$ cat src/rtl/mod_mem_stage.sv
// Memory-access stage: request/acknowledge data-memory transaction with pipeline stall and ack timeout.
// Optional one-entry store-to-load bypass buffer enabled by defining MEM_STAGE_BYPASS_EN.
module mod_mem_stage #(
    parameter int unsigned ACK_TIMEOUT = 255
) (
    input  logic        clk,
    input  logic        rst,
    input  logic        memenable,
    input  logic        memwrite,
    input  logic [15:0] aluout,
    input  logic [15:0] store_data,
    output logic        dmem_req,
    output logic        dmem_we,
    output logic [15:0] dmem_addr,
    output logic [15:0] dmem_wdata,
    input  logic        dmem_ack,
    input  logic [15:0] dmem_rdata,
    output logic        stall,
    output logic [15:0] DstData_MEM,
    output logic        mem_err
);

    typedef enum logic [1:0] {
        IDLE = 2'd0,
        BUSY = 2'd1,
        DONE = 2'd2
    } state_t;

    localparam logic [7:0] TIMEOUT_LAST = 8'(ACK_TIMEOUT - 1);

    state_t      state_q;
    logic        req_q;
    logic        we_q;
    logic [15:0] addr_q;
    logic [15:0] wdata_q;
    logic [15:0] load_q;
    logic        err_q;
    logic        is_store_q;
    logic [7:0]  cnt_q;
    logic [7:0]  cnt_d;
    logic        bypass_hit;
    logic [15:0] bypass_data;

    assign cnt_d = cnt_q + 8'd1;

`ifdef MEM_STAGE_BYPASS_EN
    logic        buf_vld_q;
    logic [15:0] buf_addr_q;
    logic [15:0] buf_data_q;

    assign bypass_hit  = buf_vld_q && (buf_addr_q == aluout);
    assign bypass_data = buf_data_q;

    // Only acknowledged stores refresh the buffer; a timed-out store never reached memory.
    always_ff @(posedge clk) begin
        if (rst) begin
            buf_vld_q  <= 1'b0;
            buf_addr_q <= 16'h0000;
            buf_data_q <= 16'h0000;
        end else if (state_q == BUSY && dmem_ack && we_q) begin
            buf_vld_q  <= 1'b1;
            buf_addr_q <= addr_q;
            buf_data_q <= wdata_q;
        end
    end
`else
    assign bypass_hit  = 1'b0;
    assign bypass_data = 16'h0000;
`endif

    // NOTE: sequential state uses non-blocking assignments only, so every branch reads pre-edge values.
    always_ff @(posedge clk) begin
        if (rst) begin
            state_q    <= IDLE;
            req_q      <= 1'b0;
            we_q       <= 1'b0;
            addr_q     <= 16'h0000;
            wdata_q    <= 16'h0000;
            load_q     <= 16'h0000;
            err_q      <= 1'b0;
            is_store_q <= 1'b0;
            cnt_q      <= 8'd0;
        end else begin
            case (state_q)
                IDLE: begin
                    if (memenable) begin
                        is_store_q <= memwrite;
                        if (!memwrite && bypass_hit) begin
                            load_q  <= bypass_data;
                            state_q <= DONE;
                        end else begin
                            req_q   <= 1'b1;
                            we_q    <= memwrite;
                            addr_q  <= aluout;
                            wdata_q <= store_data;
                            cnt_q   <= 8'd0;
                            state_q <= BUSY;
                        end
                    end
                end
                BUSY: begin
                    if (dmem_ack) begin
                        if (!we_q) begin
                            load_q <= dmem_rdata;
                        end
                        req_q   <= 1'b0;
                        cnt_q   <= 8'd0;
                        state_q <= DONE;
                    end else if (cnt_q == TIMEOUT_LAST) begin
                        err_q   <= 1'b1;
                        load_q  <= 16'hFFFF;
                        req_q   <= 1'b0;
                        cnt_q   <= 8'd0;
                        state_q <= DONE;
                    end else begin
                        cnt_q <= cnt_d;
                    end
                end
                // Same instruction still presents memenable here; leaving unconditionally avoids a retrigger.
                DONE:    state_q <= IDLE;
                default: state_q <= IDLE;
            endcase
        end
    end

    // NOTE: stall must be combinational so the first cycle of an access already freezes the front end.
    assign stall       = (state_q == BUSY) || (state_q == IDLE && memenable);
    assign DstData_MEM = (state_q == DONE && !is_store_q) ? load_q : aluout;

    assign dmem_req   = req_q;
    assign dmem_we    = we_q;
    assign dmem_addr  = addr_q;
    assign dmem_wdata = wdata_q;
    assign mem_err    = err_q;

endmodule

$ cat config.mk
export PLATFORM = sky130hd
export DESIGN_NAME = mod_mem_stage
export DESIGN_NICKNAME = d
export VERILOG_FILES = /design/src/rtl/mod_mem_stage.sv
export SDC_FILE = /design/constraint.sdc
export NUM_CORES = 1
export LEC_CHECK = 0
export CORE_UTILIZATION = 25
export CTS_CLUSTER_DIAMETER = 60
export DETAILED_ROUTE_END_ITERATION = 12
export GPL_TIMING_DRIVEN = 0
export PLACE_DENSITY = 0.54
export SYNTH_ARGS = -nofsm -noshare
export SYNTH_HDL_FRONTEND = slang
export SYNTH_SLANG_ARGS = --single-unit
$ cat constraint.sdc
create_clock -name clk -period 3.65 [get_ports clk]
set_clock_uncertainty 0.1 [all_clocks]
set_input_delay 0.73 -clock clk [delete_from_list [all_inputs] [get_ports clk]]
set_output_delay 0.73 -clock clk [all_outputs]
set_load 0.02 [all_outputs]
==> impl_metrics.py <==
metrics = {
    "placed_design": {
        "numPortBuffers": 103,
        "placed_cell_area_um2": 3660,
        "dp_hpwl_um": 5080,
        "gp_congestion": 0.700,
    },
    "floorplan": {
        "fp.dieH_um": 101,
        "rows": 35,
        "start_util_pct": 26.3,
        "num_io_pins": 105,
        "coreArea_um2": 9420,
        "dieWidth_um": 101,
        "die-area_um2": 10300,
    },
    "finish": {
        "drive_gt1_share_pct": 9.76,
        "final_cell_mix": "clkdlybuf4s50_1 (103), nand2_1 (71), dfxtp_1 (61), a21oi_1 (35), nor2_1 (26)",
        "syn2layout_area_growth_pct": 55.0,
        "fin_nets": 460,
        "antenna_cells": 0,
        "final_common_cell": "clkdlybuf4s50_1",
        "utilization_pct": 40.7,
        "fin_area_um2": 3830,
    },
    "worst_setup_path": {
        "rr_startpoint": "state_q[0]",
        "setup.worst_path.start": "state_q[1]",
        "cp_max_fo": 10,
        "critical_path_class": "register to output pin",
        "worstPathRequired_ps": 2820,
        "cp-start-kind": "register",
        "rrSetupSlack_ps": 1830,
        "end_kind": "output pin",
        "critPathArrivalTime_ps": 2550,
    },
    "synth": {
        "ys_ff_latch": 61,
        "synth_compound_area_share_pct": 15.4,
        "ys_types": 28,
        "avgSynthCellArea_um2": 8.50,
        "syn_area_um2": 2470,
        "yosysWarnings": 0,
        "synthAdderAreaFrac_pct": 1.01,
        "synthCells": 291,
        "syn-num-nets": 346,
        "synthMuxAreaShare_pct": 7.29,
        "yosys.area_share.simple_pct": 19.4,
        "yosysSeqAreaShare_pct": 49.4,
        "synth_top_family_by_area": "simple AND/OR/NAND/NOR gates",
        "yosys.area_share.xor_xnor_pct": 1.77,
    },
    "sta": {
        "hold_viol_final": 0,
        "rsz0062_at_grt": "false",
        "final_max_slew_viol_count": 0,
        "period_share_pct": 92.5,
        "fin_setup_tns_ps": 0,
        "worstMarginPinSlew_ps": 602,
        "min_period_ps": 3380,
        "holdWs_ps": 353,
        "setup_violations": 0,
        "fmax_ghz": 0.296,
        "slew_headroom_pct": 59.7,
    },
    "grt": {
        "met2_usage_pct": 23.1,
        "grt_start_max_net_pins": 12,
        "grt_antenna_before_repair": 0,
        "grt.busiest_layer": "met2",
        "grt_pass1_vias": 2287,
        "grtUsageTotal_pct": 14.4,
        "use_met1_pct": 17.9,
        "grt_pass1_wl_um": 11200,
        "grt-ovfl-total": 0,
        "use_met3_pct": 6.07,
    },
    "routing": {
        "first_pass_iters": 4,
        "dr.first_iter.drc_count": 44,
        "dr_total_vias": 2310,
        "route.detailed.drc": 0,
        "wl_per_cell_um": 12.9,
        "via_per_inst": 4.29,
        "ant_nets": 0,
        "drt_wl_total_um": 6960,
    },
    "cts": {
        "insertion_delay_ps": 340,
        "cts-resized-gates": 0,
        "clk_pin_slew_ps": 70,
        "cts_hold_buf": 0,
        "tritoncts": "built",
        "cts_sinks": 61,
        "cts_buffers": 9,
        "post_cts_buffers": 0,
        "cts_max_path_buffers": 2,
        "cts_root_buffer": "clkbuf_8",
        "htree_levels": 3,
    },
    "min_path": {
        "hold_path_class": "register to register",
        "hold_start": "dmem_addr[5]",
    },
    "job": {
        "drv_cap": 0,
    },
    "power_and_ir_drop": {
        "leakage_uw": 0.00136,
        "p_per_area_nw_per_um2": 408,
        "ir_drop_mv": 0.154,
        "design_power_total_uw": 1560,
    },
    "outcome": {
        "status": "finished, final reports clean",
    },
}
-- Yosys cell counts --
cell type	n	area share, %
or3b_1	2	0.71
and4_2	1	0.40
o21a_4	1	0.61
nor3_1	1	0.20
a31oi_1	1	0.25
nand2_1	71	11
buf_2	2	0.40
nor2_1	26	3.9
mux2_2	16	7.3
clkbuf_1	14	2.1
o21ba_2	1	0.40
ha_1	2	1.0
a21oi_1	35	7.1
a41oi_4	1	1.1
inv_1	17	2.6
nand3_1	3	0.61
a211oi_1	17	5.2
nand4_1	4	1.0
and2_1	2	0.51
nand2b_1	1	0.25
o21ai_0	1	0.20
buf_6	1	0.46
o21bai_1	2	0.61
dfxtp_1	61	49
or3b_4	1	0.46
nor3b_2	1	0.51
xor2_1	5	1.8
clkinv_1	1	0.15
-- power by group --
part           switching, µW  internal (µW)
clock network            273            243
logic                    157            161
registers               22.0            705
total                    453           1110
-- flip-flops by register name, summed over array words and instances, names as in the netlist --
signal	flops
is_store_q	1
mem_err	1
dmem_wdata	16
cnt_q	8
dmem_req	1
dmem_addr	16
state_q	2
load_q	16
-- kinds of logic after synthesis --
family,after synthesis
simple gates,113
flops,61
compound gates,59
buf+inv,35
mux,16
xor+xnor,5
fa+ha+maj,2
-- through the flow --
| step | cells | setup WS [ps] |
|---|---|---|
| 2_1_floorplan | 291 | 1340 |
| 3_3_place_gp | 523 | 345 |
| 3_5_place_dp | 523 | 370 |
| 4_1_cts | 539 | 218 |
| 5_1_grt | 539 | 75.2 |
| 6_report | 539 | 273 |
-- layout make-up --
type | count | area (µm²)
Inverter | 18 | 67.6
Clock inverter | 6 | 40.0
Clock buffer | 10 | 128
Tap cell | 129 | 161
Buffer | 17 | 73.8
Fill cell | 998 | 5580
Multi-Input combinational cell | 195 | 1110
Sequential cell | 61 | 1220
Timing Repair Buffer | 103 | 1030
-- final timing paths --
kind,depth (start not counted),endpoint
max,4,DstData_MEM[11]
min,2,dmem_addr[5]
max reg2reg,6,load_q[7]
min reg2reg,2,dmem_addr[5]
-- metal layers --
metal / wire (µm) / share of wire, % / vias up
met1: 3190 / 46 / 1041
li1: - / - / 1193
met2: 3280 / 47 / 69
met4: 68 / 0.98 / 0
met5: 0 / 0 / -
met3: 415 / 6.0 / 7
-- worst max-delay path, stage by stage (launching register included) --
cell,delay [ps]
dfxtp_1,380
nor3b_2,540
buf_2,380
mux2_2,370
clkdlybuf4s50_1,540
No activity file was read; power rests on OpenSTA's default activity.
